### config.mk
export PLATFORM = sky130hd
export DESIGN_NAME = serial_add_sequencer
export DESIGN_NICKNAME = d
export VERILOG_FILES = /design/src/rtl/serial_add_sequencer.sv
export SDC_FILE = /design/constraint.sdc
export NUM_CORES = 1
export LEC_CHECK = 0
export ABC_CLOCK_PERIOD_IN_PS = 4200
export CAP_MARGIN = 25
export CORE_ASPECT_RATIO = 0.6
export CORE_MARGIN = 2
export CORE_UTILIZATION = 54
export CTS_BUF_LIST = sky130_fd_sc_hd__clkbuf_16
export DETAILED_ROUTE_END_ITERATION = 16
export HOLD_SLACK_MARGIN = 0.15
export PLACE_DENSITY = 0.84
export SLEW_MARGIN = 10
export SYNTH_ARGS = -nofsm -noshare
export SYNTH_HDL_FRONTEND = slang
export SYNTH_SLANG_ARGS = --single-unit
### constraint.sdc
create_clock -name clk -period 4.2 [get_ports clk]
set_input_delay 0.84 -clock clk [delete_from_list [all_inputs] [get_ports clk]]
set_output_delay 0.84 -clock clk [all_outputs]
set_load 0.1 [all_outputs]
### src/rtl/serial_add_sequencer.sv
// serial_add_sequencer: bit-serial adder/subtractor.
// One operand pair is accepted in IDLE. The pair is then summed LSB-first
// through a single 1-bit full adder, one bit per cycle, over WIDTH cycles.
// The result is held in DONE until the consumer takes it.
module serial_add_sequencer #(
  parameter int WIDTH = 8
) (
  input  logic             clk,
  input  logic             rst_n,
  input  logic             in_valid,
  output logic             in_ready,
  input  logic [WIDTH-1:0] a,
  input  logic [WIDTH-1:0] b,
  input  logic             sub,
  output logic             out_valid,
  input  logic             out_ready,
  output logic [WIDTH-1:0] sum,
  output logic             cout,
  output logic             busy
);

  localparam int IW = (WIDTH > 1) ? $clog2(WIDTH) : 1;
  localparam logic [IW-1:0] LAST_IDX = IW'(WIDTH - 1);

  typedef enum logic [1:0] {IDLE, RUN, DONE} state_t;

  state_t           state;
  state_t           state_nxt;
  logic [WIDTH-1:0] a_q;
  logic [WIDTH-1:0] b_q;
  logic [WIDTH-1:0] sum_q;
  logic             c_q;
  logic             cout_q;
  logic [IW-1:0]    idx;
  logic             accept;
  logic             last_bit;
  logic [1:0]       fa;

  // Single-bit full adder; returns {carry, sum}.
  function automatic logic [1:0] full_add(input logic x, input logic y, input logic ci);
    return {(x & y) | (x & ci) | (y & ci), x ^ y ^ ci};
  endfunction

  assign fa       = full_add(a_q[idx], b_q[idx], c_q);
  assign last_bit = (idx == LAST_IDX);
  assign sum      = sum_q;
  assign cout     = cout_q;

  // State register; reset abandons any operation in flight.
  always_ff @(posedge clk or negedge rst_n) begin
    if (!rst_n) state <= IDLE;
    else        state <= state_nxt;
  end

  // Next-state and handshake outputs.
  always_comb begin
    state_nxt = state;
    in_ready  = 1'b0;
    out_valid = 1'b0;
    busy      = 1'b0;
    accept    = 1'b0;
    case (state)
      IDLE: begin
        in_ready = 1'b1;
        if (in_valid) begin
          accept    = 1'b1;
          state_nxt = RUN;
        end
      end
      RUN: begin
        busy = 1'b1;
        if (last_bit) state_nxt = DONE;
      end
      DONE: begin
        busy      = 1'b1;
        out_valid = 1'b1;
        if (out_ready) state_nxt = IDLE;
      end
      default: state_nxt = IDLE;
    endcase
  end

  // Operand capture; B is stored inverted for subtraction (carry-in supplies the +1).
  always_ff @(posedge clk) begin
    if (accept) begin
      a_q <= a;
      b_q <= sub ? ~b : b;
    end
  end

  // Serial accumulation: one result bit and carry update per RUN cycle.
  always_ff @(posedge clk or negedge rst_n) begin
    if (!rst_n) begin
      sum_q  <= '0;
      cout_q <= 1'b0;
      c_q    <= 1'b0;
      idx    <= '0;
    end else if (accept) begin
      sum_q  <= '0;
      cout_q <= 1'b0;
      c_q    <= sub;
      idx    <= '0;
    end else if (state == RUN) begin
      sum_q[idx] <= fa[0];
      c_q        <= fa[1];
      if (last_bit) cout_q <= fa[1];
      else          idx    <= idx + 1'b1;
    end
  end

endmodule

==> impl_metrics.csv, run 1 <==
group,metric,value,unit
worst_setup_path,crit_buf_inv,2,
synth,synth_cell_types,32,
drt,routedWlPerCell,15.4,um
synth,synth_compound_area_share,9.85,%
pwr,cellPowerDensity,786,nW/um2
clocking,cts_made_buffers,5,
drt,drc,0,
clocking,cts_tree,"built",
worst_setup_path,critPathLaunchType,"register",
worst_setup_path,cpLargestDelayFamily,"buffers and inverters",
floorplan,fp-row-count,14,
drt,dr_total_vias,1064,
finish,fill_cells,168,
placed_design,numPortBuffers,32,
global_route,grt_pass1_vias,960,
placed_design,gp_congestion,0.809,
clocking,cts-root-buf,"clkbuf_16",
finish,drive_above_1_share,5.00,%
sta,fmax,0.334,GHz
placed_design,pre_cts_slack,1.49,ns
global_route,grt_overflow,0,
clocking,cts_setup_buffers,0,
floorplan,die_w,72.9,um
floorplan,io_pins,33,
pwr,leakagePower,0.811,nW
sta,setup_tns,0,ns
synth,synthXorXnorAreaFrac,5.13,%
synth,synth_top_area_share,31.2,%
synth,ys_seq_elements,31,
floorplan,core,2610,um2
sta,slew_viol_final,0,
synth,synth_edf_count,16,
worst_setup_path,critPathKind,"reg -> out",
finish,final_common_cell,"clkdlybuf4s50_1",
worst_setup_path,max_stage_delay,1.15,ns
sta,slew_headroom,35.3,%
floorplan,start_util,58.9,%
worst_setup_path,slowest_stage,"clkdlybuf4s50_1",
clocking,clock_latency,0.27,ns
finish,syn2layout_area_growth,30.6,%
min_path,hp-class,"reg -> reg",
synth,ys_async_sr_fraction,48.4,%
synth,yosysSeqAreaShare,55.7,%
synth,synthesis.nets,154,
global_route,grt_pass1_wl,4.67,mm
pwr,peakVddDrop,0.000698,V
sta,fin_skew,0.00479,ns
synth,synth-main-ff-cell,"edfxtp_1",
synth,ys_warn_count,0,
sta,setup_ws,1.21,ns
drt,drtPass1Iterations,4,
floorplan,die_area,3300,um2
clocking,h-tree-depth,2,
worst_setup_path,critPathMaxFanout,4,
finish,fin_cells,192,
sta,rsz0062_at_grt,"no",
global_route,grt_usage,20.6,%
drt,detail-route-antenna-nets,0,
worst_setup_path,cp.required,3.36,ns
worst_setup_path,cp_cell_sequence,"inv_1 -> ha_1 -> clkdlybuf4s50_1",
synth,synth_cells,125,
synth,synth-adder-area-share,7.00,%
finish,ff_latch_area,856,um2
synth,synth-simple-area-share,10.7,%
drt,routed_via_density,5.54,
worst_setup_path,cp.arrival,2.15,ns
sta,hold_viol,0,
floorplan,dieHeight,45.3,um
worst_setup_path,reg2reg_slack,1.49,ns
finish,nets,188,
clocking,clock_sinks,31,
sta,period_needed,2.99,ns
finish,multi_input_area,614,um2
sta,setup_violations,0,
finish,final_cell_mix,"clkdlybuf4s50_1, edfxtp_1, dfrtp_1, a21oi_1, mux2i_1",
clocking,clockBufferDepth,2,
sta,worst_slew_pin_slew,0.968,ns
job,maxCapViolCount,0,
global_route,grt_max_degree,31,
status,status,"finished, final reports clean",
synth,syn_avg_cell_area,12.3,um2
global_route,antenna_found_initial,0,
sta,timing.final.crit_share,71.2,%
worst_setup_path,critPathCaptureType,"output port",
synth,netlist.top_cell.by_area,"edfxtp_1",
synth,syn-cell-area,1540,um2
drt,drt-initial-drc-count,39,
clocking,clk_pin_slew,0.05,ns
placed_design,place_hpwl,2.01,mm
clocking,hold_buffers,0,
synth,synth_top_family_by_area,"simple AND/OR/NAND/NOR gates",
finish,antenna_cells,0,
synth,synthMuxAreaShare,7.32,%
drt,drt_wl_total,2.95,mm
finish,postLayoutCoreUtil,76.9,%
synth,synth_top_cells_by_area,"edfxtp_1, dfrtp_1, mux2i_1, ha_1, xor2_1",
clocking,cts_resized,0,
placed_design,dp_cells,183,
[stage by stage]
stage | total power [mW] | area [um2] | hold WS, ns
2_1_floorplan | 1.07 | 1540 | 0.485
3_3_place_gp | 1.21 | 1860 | 0.499
3_5_place_dp | 1.24 | 1860 | 0.521
4_1_cts | 1.58 | 1990 | 0.532
5_1_grt | 1.66 | 2010 | 0.559
6_report | 1.58 | 2010 | 0.527
[worst paths after layout]
path / startpoint / to / cells past startpoint
worst max-delay path: state[0]$_DFFE_PN0P_ / in_ready / 3
worst min-delay path: state[1]$_DFFE_PN0P_ / state[1]$_DFFE_PN0P_ / 1
worst max register to register: idx[0]$_DFFE_PN0P_ / sum[0]$_DFFE_PN0P_ / 6
worst min register to register: state[1]$_DFFE_PN0P_ / state[1]$_DFFE_PN0P_ / 1
max in group asynchronous: rst_n / sum[5]$_DFFE_PN0P_ / 1
min in group asynchronous: rst_n / state[0]$_DFFE_PN0P_ / 1
[Yosys cell counts, types with 2 or more instances]
library cell,number
a21oi_1,10
buf_2,3
buf_6,2
dfrtp_1,15
edfxtp_1,16
ha_1,7
inv_1,7
mux2_1,2
mux2i_1,9
nand2_1,4
nand2b_1,3
nand3b_1,2
nor2_1,6
o21ai_0,7
o31ai_1,2
or3_1,6
or4_1,2
xor2_1,8
[power by group]
part | leakage, nW | switching (mW) | internal (mW)
Sequential | 0.349 | 0.0715 | 0.408
Combinational | 0.392 | 0.531 | 0.240
Clock | 0.0701 | 0.115 | 0.212
Total | 0.811 | 0.717 | 0.860
[final cells by class]
class	count	share of cell area, %
well taps	32	1.99
inverters	7	1.31
multi-input cells	81	30.6
flip-flops and latches	31	42.6
clock inverters	3	0.561
repair buffers	33	16.7
clock buffers	5	6.23
[state kept, by name (all words and copies together) (netlist names)]
register,flops
idx,3
sum,8
state,2
c_q,1
a_q,8
cout,1
b_q,8
[metal layers]
| metal | routed length (um) | part of all wire [%] | vias to the layer above | GRT usage [%] |
|---|---|---|---|---|
| met2 | 1390 | 47 | 37 | 31.3 |
| met4 | 16 | 0.54 | 0 | 6.67 |
| li1 | - | - | 512 | - |
| met1 | 1360 | 46 | 512 | 26.1 |
| met3 | 181 | 6.1 | 3 | 10.5 |
| met5 | 0 | 0 | - | 0 |
[logic make-up after synthesis]
group | count (synthesis)
multiplexers | 11
XOR/XNOR | 9
flip-flops | 31
adder cells (fa/ha/maj) | 8
buffers and inverters | 13
AO/OA/AOI/OAI | 24
AND/OR/NAND/NOR | 29
Power figures use the tool's default switching activity.
==> inputs of run 2 (changes only) <==
--- a/config.mk
+++ b/config.mk
@@ -5,15 +5,15 @@
 export SDC_FILE = /design/constraint.sdc
 export NUM_CORES = 1
 export LEC_CHECK = 0
-export ABC_CLOCK_PERIOD_IN_PS = 4200
+export ABC_CLOCK_PERIOD_IN_PS = 2700
 export CAP_MARGIN = 25
 export CORE_ASPECT_RATIO = 0.6
 export CORE_MARGIN = 2
-export CORE_UTILIZATION = 54
+export CORE_UTILIZATION = 45
 export CTS_BUF_LIST = sky130_fd_sc_hd__clkbuf_16
 export DETAILED_ROUTE_END_ITERATION = 16
 export HOLD_SLACK_MARGIN = 0.15
-export PLACE_DENSITY = 0.84
+export PLACE_DENSITY = 0.75
 export SLEW_MARGIN = 10
 export SYNTH_ARGS = -nofsm -noshare
 export SYNTH_HDL_FRONTEND = slang
==> constraint.sdc (replaced) <==
create_clock -name clk -period 2.7 [get_ports clk]
set_input_delay 0.54 -clock clk [delete_from_list [all_inputs] [get_ports clk]]
set_output_delay 0.54 -clock clk [all_outputs]
set_load 0.1 [all_outputs]
==> run 2 against run 1 <==
Effect of this change:
- utilization fell by 15 points
- final cell count rose by 6.8%
- flip-flop and latch count did not move
- worst hold slack got worse by 0.0029 ns
- combinational power rose by 49%
- sequential share of layout area barely moved
- highest routed layer unchanged
==> impl_metrics.csv, run 2 (synthesized netlist as in run 1, its figures left out) <==
group,metric,value,unit
sta,fin_skew,0.00436,ns
finish,fin_cells,205,
finish,nets,188,
finish,final_area,2020,um2
floorplan,io_pins,33,
min_path,min_from,"state[1]$_DFFE_PN0P_",
finish,fill_cells,263,
min_path,hold-path-endpoint,"state[1]$_DFFE_PN0P_",
pwr,peakVddDrop,0.000628,V
worst_setup_path,critPathMaxFanout,14,
drt,drt_wl_total,2.86,mm
sta,timing.final.crit_share,91.7,%
worst_setup_path,reg2reg_slack,0.22,ns
finish,antenna_cells,0,
finish,ff_latch_area,860,um2
global_route,grt_usage,16.6,%
sta,setup_violations,0,
job,maxCapViolCount,0,
sta,setup_tns,0,ns
sta,rsz0062_at_grt,"no",
floorplan,die_area,3920,um2
global_route,antenna_found_initial,0,
pwr,comb_power_share,45.9,%
worst_setup_path,r2r_cells,6,
global_route,grt_pass1_vias,1066,
worst_setup_path,crit_buf_inv,0,
clocking,cts-root-buf,"clkbuf_16",
floorplan,core,3260,um2
drt,dr_total_vias,1043,
worst_setup_path,r2r_end,"sum[1]$_DFFE_PN0P_",
sta,slew_viol_final,0,
drt,drc,0,
sta,slew_headroom,53.9,%
clocking,cts_setup_buffers,0,
clocking,cts_resized,0,
finish,postLayoutCoreUtil,61.8,%
sta,hold_viol,0,
worst_setup_path,critPathCaptureType,"register",
clocking,cts_tree,"built",
placed_design,numPortBuffers,32,
clocking,h-tree-depth,2,
min_path,whs_path_depth,1,
drt,drt-initial-drc-count,56,
min_path,hp-class,"reg -> reg",
clocking,clock_sinks,31,
clocking,clk_pin_slew,0.05,ns
clocking,hold_buffers,0,
sta,period_needed,2.48,ns
floorplan,start_util,47.1,%
sta,fmax,0.404,GHz
worst_setup_path,cpLargestDelayFamily,"simple AND/OR/NAND/NOR gates",
pwr,leakagePower,0.838,nW
finish,final_cell_mix,"clkdlybuf4s50_1, edfxtp_1, buf_4, dfrtp_1, a21oi_1",
pwr,clkPwrFrac,24.4,%
worst_setup_path,cp_cell_sequence,"mux2i_1 -> nor2_1 -> a2111oi_2 -> fa_1 -> or4_1 -> a21oi_1",
global_route,grt_overflow,0,
drt,routed_via_density,5.09,
pwr,swShare,43.8,%
pwr,p_switching,1.10,mW
clocking,clockBufferDepth,2,
sta,worst_slew_pin_slew,0.689,ns
placed_design,pre_cts_slack,0.0770,ns
pwr,p_seq_share,29.7,%
placed_design,place_area,1850,um2
worst_setup_path,r2r-start,"idx[2]$_DFFE_PN0P_",
global_route,grt_pass1_wl,4.78,mm
finish,multi_input_area,614,um2
drt,drtPass1Iterations,4,
worst_setup_path,critPathLaunchType,"register",
floorplan,fp-row-count,16,
pwr,cellPowerDensity,1240,nW/um2
floorplan,die_w,79.5,um
worst_setup_path,slowest_stage,"fa_1",
finish,final_common_cell,"clkdlybuf4s50_1",
worst_setup_path,critPathKind,"reg -> reg",
worst_setup_path,cp.required,2.89,ns
clocking,clock_latency,0.27,ns
worst_setup_path,max_stage_delay,0.55,ns
floorplan,dieHeight,49.3,um
placed_design,place_hpwl,2.06,mm
sta,setup_ws,0.224,ns
finish,drive_above_1_share,15.6,%
drt,detail-route-antenna-nets,0,
pwr,p_int,1.41,mW
clocking,cts_made_buffers,5,
global_route,grt_max_degree,31,
drt,routedWlPerCell,14.0,um
placed_design,gp_congestion,0.745,
worst_setup_path,cp.arrival,2.67,ns
finish,syn2layout_area_growth,31.2,%
status,status,"finished, final reports clean",
placed_design,dp_cells,197,
-- run 2: cell count changes in the layout (fill, tap and decap cells not counted), moves of 3 or more --
cell	delta
buf_4	+13
clkdlybuf4s50_1	-12
dfrtp_1	-3
dfrtp_2	+3
-- run 2: worst register-to-register path, cell delays in order, from the launching register on --
cell	delay [ns]
dfrtp_2	0.49
mux2i_1	0.22
nor2_1	0.07
a2111oi_2	0.39
fa_1	0.55
or4_1	0.51
a21oi_1	0.16
-- run 2: how the worst max path moves through the flow --
| stage | start | to | slack, ns | cells past startpoint |
|---|---|---|---|---|
| finish | idx[2]$_DFFE_PN0P_ | sum[1]$_DFFE_PN0P_ | 0.22 | 6 |
| global placement | idx[0]$_DFFE_PN0P_ | sum[1]$_DFFE_PN0P_ | 0.23 | 6 |
| floorplan | state[0]$_DFFE_PN0P_ | a_q[0]$_DFFE_PP_ | 0.27 | 5 |
| detailed placement | idx[0]$_DFFE_PN0P_ | sum[1]$_DFFE_PN0P_ | 0.08 | 6 |
| CTS | idx[0]$_DFFE_PN0P_ | sum[1]$_DFFE_PN0P_ | 0.07 | 6 |
| global route | idx[0]$_DFFE_PN0P_ | sum[1]$_DFFE_PN0P_ | 0.06 | 6 |
-- run 2: power groups by stage --
| stage | Sequential [mW] | Combinational (mW) | Clock (mW) |
|---|---|---|---|
| after floorplan | 0.930 | 0.739 | 0 |
| after global placement | 0.744 | 1.12 | 0 |
| after detailed placement | 0.753 | 1.16 | 0 |
| after CTS | 0.745 | 1.16 | 0.621 |
| after global routing | 0.763 | 1.24 | 0.644 |
| final | 0.746 | 1.15 | 0.612 |
-- run 2: layout make-up --
class / instances / share of cell area, %
clock buffers: 5 / 6.20
inverters: 7 / 1.30
clock inverters: 3 / 1.92
repair buffers: 33 / 14.8
well taps: 45 / 2.79
multi-input cells: 81 / 30.4
flip-flops and latches: 31 / 42.6
-- run 2: layer usage --
layer | routed length, um | up-vias | share of wire, % | global-route usage (%)
met5 | 0 | - | 0 | 0
met4 | 34 | 0 | 1.2 | 6.03
met1 | 1280 | 493 | 45 | 20.2
li1 | - | 511 | - | -
met3 | 190 | 5 | 6.6 | 5.74
met2 | 1360 | 34 | 47 | 27.3
-- run 2: per-stage QoR --
stage	power (mW)	hold slack, ns
6_report	2.51	0.524
3_3_place_gp	1.86	0.501
2_1_floorplan	1.67	0.244
3_5_place_dp	1.91	0.520
4_1_cts	2.53	0.530
5_1_grt	2.65	0.570
